<file path="config.mk">
export PLATFORM = sky130hd
export DESIGN_NAME = mem_port_arbiter
export DESIGN_NICKNAME = d
export VERILOG_FILES = /design/src/rtl/cpu_pkg.sv /design/src/rtl/mem_lat_counter.sv /design/src/rtl/mem_port_arbiter.sv
export SDC_FILE = /design/constraint.sdc
export NUM_CORES = 1
export LEC_CHECK = 0
export ABC_AREA = 1
export BUFFER_PORTS_ARGS = -buffer_cell sky130_fd_sc_hd__buf_2
export CELL_PAD_IN_SITES_DETAIL_PLACEMENT = 1
export CELL_PAD_IN_SITES_GLOBAL_PLACEMENT = 1
export CORE_MARGIN = 3
export CORE_UTILIZATION = 33
export CTS_CLUSTER_SIZE = 10
export DETAILED_ROUTE_END_ITERATION = 8
export GPL_TIMING_DRIVEN = 0
export HOLD_SLACK_MARGIN = 0.15
export PLACE_DENSITY_LB_ADDON = 0.12
export SYNTH_ARGS = -nofsm -noshare
export SYNTH_HDL_FRONTEND = slang
export SYNTH_SLANG_ARGS = --single-unit
</file>
<file path="constraint.sdc">
create_clock -name clk -period 3.55 [get_ports clk]
set_input_delay 1.065 -clock clk [delete_from_list [all_inputs] [get_ports clk]]
set_output_delay 1.065 -clock clk [all_outputs]
set_load 0.01 [all_outputs]
</file>
<file path="src/rtl/cpu_pkg.sv">
// Shared constants for the memory-port arbiter: FSM state encodings, grant
// encodings and the default memory latency.
package cpu_pkg;

    localparam logic [1:0] ST_IDLE  = 2'd0;
    localparam logic [1:0] ST_ISSUE = 2'd1;
    localparam logic [1:0] ST_WAIT  = 2'd2;
    localparam logic [1:0] ST_RESP  = 2'd3;

    localparam logic GNT_I = 1'b0;
    localparam logic GNT_D = 1'b1;

    localparam int DEF_MEM_LAT = 1;

endpackage

</file>
<file path="src/rtl/mem_lat_counter.sv">
// Loadable down-counter with a zero flag; times the fixed memory read latency.
module mem_lat_counter #(
    parameter int W = 1
) (
    input  logic         clk,
    input  logic         reset,
    input  logic         load,
    input  logic [W-1:0] load_val,
    input  logic         dec,
    output logic         zero
);

    logic [W-1:0] cnt_q, cnt_d;

    // NOTE: every combinational output gets a default first so no latch is inferred.
    always_comb begin
        cnt_d = cnt_q;
        if (load) begin
            cnt_d = load_val;
        end else if (dec && cnt_q != '0) begin
            cnt_d = cnt_q - 1'b1;
        end
    end

    // NOTE: state is updated with non-blocking assignments so all flops see pre-edge values.
    always_ff @(posedge clk) begin
        if (reset) begin
            cnt_q <= '0;
        end else begin
            cnt_q <= cnt_d;
        end
    end

    assign zero = (cnt_q == '0);

endmodule

</file>
<file path="src/rtl/mem_port_arbiter.sv">
// Arbitrates the single-ported unified memory between fetch (IF) and load/store (MEM).
// Optional IF starvation guard enabled by defining ARB_STARVE_GUARD_EN.
module mem_port_arbiter
    import cpu_pkg::*;
#(
    parameter int ADDR_W     = 32,
    parameter int DATA_W     = 32,
    parameter int MEM_LAT    = DEF_MEM_LAT,
    parameter int STARVE_MAX = 4
) (
    input  logic                clk,
    input  logic                reset,
    input  logic                if_req,
    input  logic [ADDR_W-1:0]   if_addr,
    output logic [DATA_W-1:0]   if_rdata,
    output logic                if_ready,
    input  logic                d_req,
    input  logic                d_we,
    input  logic [DATA_W/8-1:0] d_be,
    input  logic [ADDR_W-1:0]   d_addr,
    input  logic [DATA_W-1:0]   d_wdata,
    output logic [DATA_W-1:0]   d_rdata,
    output logic                d_ready,
    output logic                stall_if,
    output logic                stall_mem,
    output logic                mem_en,
    output logic                mem_we,
    output logic [DATA_W/8-1:0] mem_be,
    output logic [ADDR_W-1:0]   mem_addr,
    output logic [DATA_W-1:0]   mem_wdata,
    input  logic [DATA_W-1:0]   mem_rdata
);

    localparam int BE_W  = DATA_W / 8;
    localparam int CNT_W = $clog2(MEM_LAT + 1);

    logic [1:0]        state_q, state_d;
    logic              gnt_q, gnt_d;
    logic [ADDR_W-1:0] addr_q, addr_d;
    logic [DATA_W-1:0] wdata_q, wdata_d;
    logic              we_q, we_d;
    logic [BE_W-1:0]   be_q, be_d;
    logic [DATA_W-1:0] if_rdata_q, if_rdata_d;
    logic [DATA_W-1:0] d_rdata_q, d_rdata_d;
    logic              take_d;
    logic              force_i;
    logic              cnt_zero;

`ifdef ARB_STARVE_GUARD_EN
    localparam int SW = $clog2(STARVE_MAX + 1);
    logic [SW-1:0] starve_q, starve_d;

    // Counts IF losses in IDLE; once saturated at STARVE_MAX, IF takes the next collision.
    always_comb begin
        starve_d = starve_q;
        force_i  = (starve_q >= SW'(STARVE_MAX));
        if (state_q == ST_IDLE && if_req) begin
            starve_d = (d_req && !force_i) ? starve_q + 1'b1 : '0;
        end
    end

    always_ff @(posedge clk) begin
        if (reset) begin
            starve_q <= '0;
        end else begin
            starve_q <= starve_d;
        end
    end
`else
    logic unused_starve_max;
    assign unused_starve_max = (STARVE_MAX != 0);
    assign force_i           = 1'b0;
`endif

    always_comb begin
        state_d    = state_q;
        gnt_d      = gnt_q;
        addr_d     = addr_q;
        wdata_d    = wdata_q;
        we_d       = we_q;
        be_d       = be_q;
        if_rdata_d = if_rdata_q;
        d_rdata_d  = d_rdata_q;
        take_d     = 1'b0;
        case (state_q)
            ST_IDLE: begin
                if (d_req || if_req) begin
                    take_d  = d_req && !(if_req && force_i);
                    gnt_d   = take_d ? GNT_D : GNT_I;
                    addr_d  = take_d ? d_addr : if_addr;
                    we_d    = take_d && d_we;
                    be_d    = take_d ? d_be : '1;
                    wdata_d = take_d ? d_wdata : wdata_q;
                    state_d = ST_ISSUE;
                end
            end
            ST_ISSUE: state_d = ST_WAIT;
            ST_WAIT: begin
                if (cnt_zero) begin
                    if (gnt_q == GNT_I) begin
                        if_rdata_d = mem_rdata;
                    end else if (!we_q) begin
                        d_rdata_d = mem_rdata;
                    end
                    state_d = ST_RESP;
                end
            end
            default: state_d = ST_IDLE;
        endcase
    end

    always_ff @(posedge clk) begin
        if (reset) begin
            state_q    <= ST_IDLE;
            gnt_q      <= GNT_I;
            addr_q     <= '0;
            wdata_q    <= '0;
            we_q       <= 1'b0;
            be_q       <= '0;
            if_rdata_q <= '0;
            d_rdata_q  <= '0;
        end else begin
            state_q    <= state_d;
            gnt_q      <= gnt_d;
            addr_q     <= addr_d;
            wdata_q    <= wdata_d;
            we_q       <= we_d;
            be_q       <= be_d;
            if_rdata_q <= if_rdata_d;
            d_rdata_q  <= d_rdata_d;
        end
    end

    mem_lat_counter #(.W(CNT_W)) u_lat_cnt (
        .clk      (clk),
        .reset    (reset),
        .load     (state_q == ST_ISSUE),
        .load_val (CNT_W'(MEM_LAT - 1)),
        .dec      (state_q == ST_WAIT),
        .zero     (cnt_zero)
    );

    assign mem_en    = (state_q == ST_ISSUE);
    assign mem_we    = mem_en && we_q;
    assign mem_be    = mem_en ? be_q : '0;
    assign mem_addr  = addr_q;
    assign mem_wdata = wdata_q;

    assign if_ready  = (state_q == ST_RESP) && (gnt_q == GNT_I);
    assign d_ready   = (state_q == ST_RESP) && (gnt_q == GNT_D);
    assign if_rdata  = if_rdata_q;
    assign d_rdata   = d_rdata_q;
    assign stall_if  = if_req && !if_ready;
    assign stall_mem = d_req && !d_ready;

endmodule

</file>
==> results.tsv, run 1 <==
metric	value	unit
cp-end-kind	primary output	
synth_seq_cells	137	
row_count	46	
ant_nets	0	
peakVddDrop	407	uV
drt_first_pass_iters	4	
cp_max_fo	10	
path_buf_inv	4	
yosysUniqueCellTypes	16	
slew_headroom	0.694	
core-area	16100	sq um
critPathRequiredTime	2.48	ns
clk_latency	0.41	ns
ys_warn_count	0	
cts-root-buf	clkbuf_16	
cp.arrival	1.91	ns
setup_tns	0	ns
routed-via-count	5890	
fin_hold_ws	0.447	ns
seq_area_frac_synth	0.497	
worstMarginPinSlew	0.459	ns
crit_chain	buf_4 -> inv_1 -> buf_2 -> nor2_1 -> buf_2	
area_growth_syn_to_layout	40.8	%
grt_start_max_net_pins	17	
syn_area	5520	sq um
die_x	135	microns
finalSetupViolCount	0	
grt_overflow	0	
globalplace.congestion	0.748	
drcViolationCount	0	
drv_slew	0	
path_clk_slew	0.06	ns
placed_cell_area	7150	sq um
fp.dieH	135	microns
hold_viol_final	0	
cp_slowest_cell	buf_2	
cts_setup_buffers	0	
vias_per_cell	4.46	
antenna_cells	0	
p_per_area	787	nW/um^2
grt_pass1_vias	5791	
cp_top_family	buffers and inverters	
grt_use_total	0.196	
synth_cells	801	
start_kind	input port	
max_freq	0.336	GHz
drt-total-wl	18.2	mm
drt_iter0_drc	185	
cts_hold_buf	0	
post_drt_wl_per_cell	13.8	microns
die_area	18300	sq um
grt_setup_unrepaired	no	
min_period_over_period	0.837	
avgSynthCellArea	6.89	sq um
outcome	completed	
min_period	2.97	ns
cp_common_cell	buf_2	
antenna_found_initial	1	
cp_slowest_stage_delay	0.27	ns
hpwlAfterDp	14.3	mm
final_area	7760	sq um
cts_buffer_depth	2	
clock_sinks	137	
finish.utilization	0.482	
cts_made_buffers	17	
crit_type	input port to primary output	
initial_core_util	0.342	
cts.htree.levels	4	
hp-class	flop to flop	
skew	0.0107	ns
p_leak	4.15	nW
layout.nets	1238	
syn_nets	946	
maxCapViolations	0	
drive_gt1_frac	0.302	
io_buffers	273	
cts.repair.resized	0	
boundaryPins	275	
grt_pass1_wl	28.7	mm
cts_tree	done	
[layer usage]
| metal | part of all wire | global-route usage | vias to the layer above |
|---|---|---|---|
| met1 | 0.44 | 0.248 | 2659 |
| met2 | 0.47 | 0.323 | 173 |
| met5 | 0.00071 | 0 | - |
| met4 | 0.016 | 0.0560 | 2 |
| li1 | - | - | 3032 |
| met3 | 0.069 | 0.0594 | 24 |
[cells in the mapped netlist]
library cell | n | share of area
nand2_2 | 1 | 0.0011
a21oi_1 | 8 | 0.0073
nand2_1 | 178 | 0.12
buf_2 | 18 | 0.016
inv_1 | 52 | 0.035
buf_4 | 8 | 0.011
o21bai_1 | 1 | 0.0014
ha_1 | 8 | 0.018
o21ai_0 | 100 | 0.091
nand3_1 | 2 | 0.0018
clkbuf_1 | 20 | 0.014
dfxtp_1 | 137 | 0.50
inv_2 | 2 | 0.0014
nor3_1 | 1 | 0.00091
o21ai_4 | 1 | 0.0029
nor2_1 | 264 | 0.18
[power by group]
group,internal [mW],switching [mW],leakage [nW]
logic,0.785,1.30,2.74
clock network,1.12,0.718,0.286
registers,1.97,0.214,1.13
total,3.88,2.24,4.15
[final cells by class]
class | count | area [sq um]
buffer | 46 | 225
clock buffer | 18 | 429
clock inverter | 14 | 184
fill | 2200 | 8350
inverter | 54 | 203
multi-input combinational | 564 | 2340
sequential | 137 | 2740
tap | 216 | 270
timing repair buffer | 273 | 1370
[layout by cell type, fill, tap and decap left out, drive strengths merged]
| cell | netlist | layout |
|---|---|---|
| buf | 26 | 299 |
| nor2 | 264 | 264 |
| nand2 | 179 | 179 |
| dfxtp | 137 | 137 |
| o21ai | 101 | 101 |
| inv | 54 | 60 |
| clkbuf | 20 | 38 |
| a21oi | 8 | 8 |
| ha | 8 | 8 |
| clkinvlp | 0 | 4 |
| bufinv | 0 | 3 |
| nand3 | 2 | 2 |
| o21bai | 1 | 1 |
| nor3 | 1 | 1 |
| clkinv | 0 | 1 |
[worst reg2reg max path, delay by kind of cell, from the launching register on]
kind            cells  cell delay [ns]
compound gates      1             0.17
fa+ha+maj           1             0.23
buf+inv             3             0.56
flops               1             0.42
simple gates        3             0.36
[worst paths after layout]
path | from | end | cells past startpoint | slack (ns)
setup / recovery | d_req | stall_mem | 5 | 0.58
hold / removal | be_q[1] | be_q[1] | 2 | 0.45
hold reg to reg | be_q[1] | be_q[1] | 2 | 0.45
setup reg to reg | state_q[0] | d_rdata[18] | 8 | 1.74
[sequential cells by signal, summed over array words and instances (netlist names)]
signal           count
mem_wdata           32
gnt_q                1
d_rdata             32
if_rdata            32
mem_addr            32
u_lat_cnt.cnt_q      1
be_q                 4
state_q              2
we_q                 1
[cell families after synthesis]
family          synth area share
compound gates             0.102
fa+ha+maj                 0.0181
buf+inv                   0.0776
flops                      0.497
simple gates               0.305
[per-stage QoR]
step | setup WS [ns] | power, mW | cells
4_1_cts | 0.560 | 6.21 | 1322
3_3_place_gp | 0.553 | 4.29 | 1290
5_1_grt | 0.502 | 6.60 | 1322
2_1_floorplan | 0.832 | 3.47 | 801
6_report | 0.577 | 6.11 | 1322
3_5_place_dp | 0.563 | 4.34 | 1290
Note: power is estimated with default switching activity, not from simulation.
==> inputs of run 2 (changes only) <==
- CORE_UTILIZATION: 33 -> 31
- clock period: 3.55 -> 3.05 ns (I/O delays scaled with it)
==> run 2 against run 1 <==
Compared with the run above: count of clock-buffer cells in the layout is 1 higher; register-to-register slack worse by 0.48 ns; die area is 6.2% higher; wire length is 3.6% higher; non-clock buffer count did not move; first-iteration DRC count is 15% lower; clock power rose by 11%; sequential share of layout area is 0.057 points higher; worst hold slack better by 0.0033 ns; final area decreased by 0.16%; combinational power grew 17%; global-route usage is 0.14 points lower; critical path type unchanged; critical endpoint unchanged; largest cell class unchanged.
==> results.tsv, run 2 (same netlist as run 1, synthesis figures left out) <==
metric	value	unit	change
row_count	48		was 46
finalSetupViolCount	0		unchanged
dp_worst_setup_slack	0.364	ns	was 0.563 ns
hold_viol_final	0		unchanged
grt_pass1_vias	6050		was 5791
drv_slew	0		unchanged
cts.repair.resized	0		unchanged
ant_nets	0		unchanged
boundaryPins	275		unchanged
grt_overflow	0		unchanged
drt-total-wl	18.9	mm	was 18.2 mm
critPathRequiredTime	2.13	ns	was 2.48 ns
cp.arrival	1.77	ns	was 1.91 ns
drive_gt1_frac	0.302		unchanged
max_freq	0.373	GHz	
routed-via-count	5933		was 5890
cp_max_fo	10		unchanged
io_buffers	273		unchanged
fin_hold_ws	0.450	ns	was 0.447 ns
cts_buffer_depth	2		unchanged
instances_no_fill	1332		was 1322
clock_sinks	137		unchanged
grt_pass1_wl	30.5	mm	was 28.7 mm
layout.nets	1238		unchanged
cts_made_buffers	17		unchanged
die_area	19400	sq um	was 18300 sq um
fin_ws	0.367	ns	was 0.577 ns
outcome	completed		unchanged
placed_cell_area	7160	sq um	was 7150 sq um
vias_per_cell	4.45		was 4.46
post_drt_wl_per_cell	14.2	microns	was 13.8 microns
cts-root-buf	clkbuf_16		unchanged
final_common_cell	buf_2		unchanged
core-area	17400	sq um	was 16100 sq um
grt_setup_unrepaired	no		unchanged
antenna_found_initial	1		unchanged
cts.htree.levels	4		unchanged
drcViolationCount	0		unchanged
worstSetupStartpoint	d_req		unchanged
drt_iter0_drc	157		was 185
min_period	2.68	ns	
die_x	139	microns	was 135 microns
cts_hold_buf	0		unchanged
dp.cells	1299		was 1290
hp-class	flop to flop		unchanged
final_cell_mix	buf_2 (291), nor2_1 (264), nand2_1 (178)		unchanged
grt_start_max_net_pins	17		unchanged
globalplace.congestion	0.783		was 0.748
maxCapViolations	0		unchanged
p_leak	4.16	nW	was 4.15 nW
cts_tree	done		unchanged
crit_type	input port to primary output		unchanged
slew_headroom	0.684		was 0.694
min_period_over_period	0.880		
peakVddDrop	429	uV	was 407 uV
worstMarginPinSlew	0.475	ns	was 0.459 ns
hp-start	be_q[0]		was be_q[1]
hpwlAfterDp	14.6	mm	was 14.3 mm
drt_first_pass_iters	4		unchanged
skew	0.00678	ns	was 0.0107 ns
clk_latency	0.42	ns	was 0.41 ns
worstReg2RegStart	state_q[0]		unchanged
final_area	7750	sq um	was 7760 sq um
setup_tns	0	ns	unchanged
area_growth_syn_to_layout	40.6	%	was 40.8%
cts_setup_buffers	0		unchanged
p_per_area	906	nW/um^2	was 787 nW/um^2
grt_use_total	0.194		was 0.196
cp-end-kind	primary output		unchanged
start_kind	input port		unchanged
rrSetupSlack	1.26	ns	was 1.74 ns
initial_core_util	0.318		was 0.342
fp.dieH	139	microns	was 135 microns
path_clk_slew	0.06	ns	about the same
run 2: cell type report:
| type | instances | area, sq um |
|---|---|---|
| antenna | 1 | 2.50 |
| buffer | 46 | 225 |
| clock buffer | 19 | 443 |
| clock inverter | 13 | 144 |
| fill | 2371 | 9600 |
| inverter | 54 | 203 |
| multi-input combinational | 564 | 2340 |
| sequential | 137 | 2740 |
| tap | 225 | 282 |
| timing repair buffer | 273 | 1370 |
run 2: stage by stage:
stage	power, mW	utilization
floorplan	4.04	-
global placement	5.01	0.413
detailed placement	5.07	0.413
CTS	7.15	0.447
global route	7.62	0.447
finish	7.02	0.447
run 2: final timing paths:
path | endpoint | cells past startpoint
worst min register to register | be_q[0] | 2
worst max register to register | d_rdata[9] | 8
worst min-delay path | be_q[0] | 2
worst max-delay path | stall_mem | 5
run 2: metal layers:
| metal | vias to the layer above | track usage | wire length [microns] |
|---|---|---|---|
| li1 | 3041 | - | - |
| met1 | 2705 | 0.233 | 8180 |
| met2 | 165 | 0.327 | 8890 |
| met3 | 22 | 0.0704 | 1500 |
| met4 | 0 | 0.0572 | 297 |
| met5 | - | 0 | 0 |
run 2: critical path, cell delays in order:
cell,delay (ns)
buf_4,0.16
inv_1,0.19
buf_2,0.28
nor2_1,0.08
buf_2,0.14
run 2: report_power, final:
part	internal, mW	switching [mW]	leakage, nW
clock network	1.23	0.811	0.288
registers	2.29	0.247	1.13
logic	0.915	1.52	2.74
total	4.44	2.58	4.16
